<file path="config.mk">
export PLATFORM = sky130hd
export DESIGN_NAME = pingpong_ctrl
export DESIGN_NICKNAME = d
export VERILOG_FILES = /design/src/rtl/pingpong_ctrl.sv
export SDC_FILE = /design/constraint.sdc
export NUM_CORES = 1
export LEC_CHECK = 0
export ABC_AREA = 1
export BUFFER_PORTS_ARGS = -buffer_cell sky130_fd_sc_hd__buf_2
export CORE_ASPECT_RATIO = 1.25
export CORE_MARGIN = 2
export CORE_UTILIZATION = 40
export CTS_BUF_LIST = sky130_fd_sc_hd__clkbuf_2 sky130_fd_sc_hd__clkbuf_4 sky130_fd_sc_hd__clkbuf_8
export DETAILED_ROUTE_END_ITERATION = 8
export PLACE_DENSITY = 0.77
export SYNTH_ARGS = -nofsm -noshare
export SYNTH_HDL_FRONTEND = slang
export SYNTH_SLANG_ARGS = --single-unit
</file>
<file path="constraint.sdc">
create_clock -name clock_in -period 1.9 [get_ports clock_in]
set_clock_uncertainty 0.05 [all_clocks]
set_input_delay 0.095 -clock clock_in [delete_from_list [all_inputs] [get_ports clock_in]]
set_output_delay 0.095 -clock clock_in [all_outputs]
set_load 0.01 [all_outputs]
</file>
<file path="src/rtl/pingpong_ctrl.sv">
// Ping-pong buffer sequencer: fills one RAM bank while draining the other,
// swapping banks only when the write bank is full and the read bank is empty.
module pingpong_ctrl #(
    parameter int ADDR_W = 4,
    parameter int DATA_W = 8
) (
    input  logic              clock_in,
    input  logic              rst,
    input  logic              wr_valid,
    input  logic [DATA_W-1:0] wr_data,
    output logic              wr_ready,
    output logic [ADDR_W-1:0] w_add,
    output logic              wea,
    output logic [DATA_W-1:0] ram_wdata,
    output logic [ADDR_W-1:0] r_add,
    input  logic [DATA_W-1:0] rd_data_in,
    output logic              rd_valid,
    output logic [DATA_W-1:0] rd_data,
    input  logic              rd_ready,
    output logic              swich_ctrl,
    output logic              frame_done
);

    localparam logic [ADDR_W:0]   FULL_CNT  = {1'b1, {ADDR_W{1'b0}}};
    localparam logic [ADDR_W-1:0] LAST_ADDR = {ADDR_W{1'b1}};

    localparam logic [1:0] R_IDLE  = 2'd0;
    localparam logic [1:0] R_FETCH = 2'd1;
    localparam logic [1:0] R_DATA  = 2'd2;

    logic [ADDR_W:0] w_cnt;
    logic [1:0]      r_state;
    logic            swap;

    assign wr_ready  = (w_cnt != FULL_CNT);
    assign wea       = wr_valid & wr_ready;
    assign w_add     = w_cnt[ADDR_W-1:0];
    assign ram_wdata = wr_data;

    // Swap is decided from registered state only, so a bank that fills on the
    // same edge the last read word leaves swaps one cycle later.
    assign swap = (w_cnt == FULL_CNT) && (r_state == R_IDLE);

    always_ff @(posedge clock_in) begin
        if (rst) begin
            swich_ctrl <= 1'b1;
            w_cnt      <= '0;
        end else if (swap) begin
            swich_ctrl <= ~swich_ctrl;
            w_cnt      <= '0;
        end else if (wea) begin
            w_cnt      <= w_cnt + 1'b1;
        end
    end

    // One outstanding read: r_add is held through R_FETCH so the RAM output
    // can be captured on the following edge.
    always_ff @(posedge clock_in) begin
        if (rst) begin
            r_state    <= R_IDLE;
            r_add      <= '0;
            rd_valid   <= 1'b0;
            rd_data    <= '0;
            frame_done <= 1'b0;
        end else begin
            frame_done <= 1'b0;
            case (r_state)
                R_IDLE: begin
                    rd_valid <= 1'b0;
                    if (swap) begin
                        r_state <= R_FETCH;
                        r_add   <= '0;
                    end
                end
                R_FETCH: begin
                    rd_data  <= rd_data_in;
                    rd_valid <= 1'b1;
                    r_state  <= R_DATA;
                end
                R_DATA: begin
                    if (rd_ready) begin
                        rd_valid <= 1'b0;
                        if (r_add == LAST_ADDR) begin
                            r_add      <= '0;
                            frame_done <= 1'b1;
                            r_state    <= R_IDLE;
                        end else begin
                            r_add   <= r_add + 1'b1;
                            r_state <= R_FETCH;
                        end
                    end
                end
                default: begin
                    r_state  <= R_IDLE;
                    rd_valid <= 1'b0;
                end
            endcase
        end
    end

endmodule

</file>
==> flow_summary.yaml <==
setup_path:
  r2r_end: "w_cnt[3]"
  reg2reg_depth: 9
  required_ns: 1.75
  slowest_stage: "dfxtp_1"
  crit_chain: "inv_1, ha_1, nand2_1, inv_1, nand2_4, nand2_4, inv_2, buf_2"
  rr_startpoint: "w_cnt[0]"
  endpoint_kind: "output pin"
  r2r_slack_ns: 0.56
  worstSetupPathType: "reg -> out"
  worstSetupStartpointType: "register"
  cpPeakStageDelay_ns: 0.42
  worstPathArrival_ns: 1.50
  crit_fanout: 6
floorplanning:
  dieArea_mm2: 0.00318
  core_area_mm2: 0.00265
  rows: 21
  fp.dieH_um: 62.5
  fp.dieW_um: 50.8
  initial_utilization_pct: 41.3
  ios: 49
synthesis:
  synth_largest_area_cell: "dfxtp_1"
  synth-simple-area-share_pct: 31.7
  ys_types: 22
  ys_warn_count: 0
  synth_edf_count: 0
  synth.most_common_cell: "nor2_1"
  ys.flop_type: "dfxtp_1"
  muxShareOfSynthArea_pct: 0
  synth_top_cells_by_count: "28 x nor2_1, 22 x dfxtp_1, 21 x nand2_1"
  synth_seq_area_share_pct: 40.2
  yosys.area_share.adder_pct: 3.42
  synthesis.instances: 145
  synth_compound_area_share_pct: 9.36
  syn_area_mm2: 0.00110
  syn_nets: 168
  synth_xor_xnor_area_share_pct: 0.799
  syn_avg_cell_area_um2: 7.56
  synthTopCellsByArea: "dfxtp_1 40%, nor2_1 9.6%, buf_4 8.2%"
  yosys_register_bits: 22
  synth_top_family_by_area: "simple AND/OR/NAND/NOR gates"
  synthArstFlopShare_pct: 0
  synth.top_cell.area_share_pct: 40.2
global_route:
  grt_pass1_wl_mm: 3.98
  track_usage_pct: 15.9
  grt_max_degree: 12
  antenna_found_initial: 0
  grt.overflow.total: 0
  grt_pass1_vias: 970
timing:
  setup_viol: 0
  fin_tns_setup_ns: 0
  hold_viol_final: 0
  max_slew_margin_pct: 79.8
  slew_viol_final: 0
  hold_ws_ns: 0.0527
  tightest_slew_ns: 0.302
  timing.fmax_mhz: 607
  fin_crit_sh_pct: 86.7
  min_period_ns: 1.65
  rsz0062_at_grt: "no"
finish:
  antenna_cells: 0
  fill_cells: 266
  drive_gt1_share_pct: 27.3
  area_growth_pct: 20.4
  finalNonFillerCells: 210
  fin_nets: 201
drt:
  vias: 972
  wirelength_mm: 2.21
  vias_per_cell: 4.63
  drt_iter0_markers: 11
  drc_errors: 0
  drtAntennaViolNets: 0
  routedWlPerCell_um: 10.5
  dr.pass1.iters: 4
clocking:
  clk_latency_ns: 0.31
  post_cts_buffers: 0
  cts_root_buffer: "clkbuf_4"
  cts_tree: "yes"
  clock_sinks: 22
  path_clk_slew_ns: 0.11
  htreeDepth: 1
  cts.path.max_buffers: 2
  cts_buffers: 3
  postCtsHoldBufs: 9
  cts-resized-gates: 0
power:
  powerDensity_mw_per_mm2: 555
  p_leak_uw: 0.000613
  ir_drop_mv: 0.405
hold_path:
  hold_path_class: "in -> reg"
  whs_path_depth: 3
  hp-start: "wr_valid"
  holdPathEnd: "w_cnt[1]"
run_status:
  status: "finished, final reports clean"
place:
  dp.cells: 198
  port_buffers: 32
  place_hpwl_mm: 1.56
  gp_congestion: 0.752
job:
  maxCapViolCount: 0
## cell families after synthesis
family	count (synthesis)
compound gates	19
xor+xnor	1
fa+ha+maj	3
buf+inv	30
flops	22
simple gates	70
## cells in the final DEF (no fill, tap or decap), drive strengths merged
master       Yosys  routed
buf             13      33
nor2            30      30
nand2           26      26
dfxtp           22      22
inv             16      16
nand3           10      10
o21ai           10      10
dlygate4sd3      0       9
a21oi            9       9
nand4            3       3
ha               3       3
clkbuf           1       3
xor2             1       1
nor4             1       1
## sequential cells by signal, indices dropped and copies added, names as in the netlist
name / flops
frame_done: 1
r_add: 4
r_state: 2
rd_data: 8
rd_valid: 1
swich_ctrl: 1
w_cnt: 5
## metal layers
layer | wire length (um) | track usage, %
met2 | 1140 | 27.6
met1 | 930 | 18.3
met3 | 106 | 3.11
met5 | 0 | 0
met4 | 37 | 7.09
## report_power, final
| part | switching [uW] | internal (uW) | total [uW] | leakage (uW) |
|---|---|---|---|---|
| Sequential | 4.74 | 464 | 469 | 0.000178 |
| Combinational | 27.1 | 30.8 | 57.9 | 0.000422 |
| Clock | 131 | 74.2 | 205 | 0.0000138 |
| Total | 163 | 569 | 732 | 0.000613 |
## worst max-delay path by stage
| stage | cells past startpoint | start | slack (ns) | end |
|---|---|---|---|---|
| after CTS | 8 | w_cnt[0] | 0.24 | wea |
| after floorplan | 9 | w_cnt[0] | 0.63 | w_cnt[3] |
| after global placement | 9 | w_cnt[0] | 0.61 | w_cnt[3] |
| after detailed placement | 9 | w_cnt[0] | 0.59 | w_cnt[3] |
| final | 8 | w_cnt[0] | 0.25 | wea |
| after global routing | 8 | w_cnt[0] | 0.13 | wea |
## per-stage QoR
step | total power [uW] | worst slack, ns | util, % | instance area [um^2]
after global routing | 766 | 0.127 | 49.7 | 1320
final | 732 | 0.253 | 49.7 | 1320
after global placement | 521 | 0.610 | 45.5 | 1210
after CTS | 739 | 0.238 | 49.7 | 1320
after floorplan | 521 | 0.635 | - | 1100
after detailed placement | 522 | 0.592 | 45.5 | 1210
## critical path, delay by kind of cell, from the launching register on
family	cells	cell delay [ns]
buf+inv	4	0.34
flops	1	0.42
simple gates	3	0.24
fa+ha+maj	1	0.20
## area by class of cell
type	count	area, um^2	share of cell area [%]
Sequential cell	22	440	33.4
Tap cell	34	42.5	3.22
Timing Repair Buffer	42	258	19.5
Inverter	16	60.1	4.55
Multi-Input combinational cell	93	497	37.6
Clock buffer	3	22.5	1.71
No activity file was read; power rests on OpenSTA's default activity.
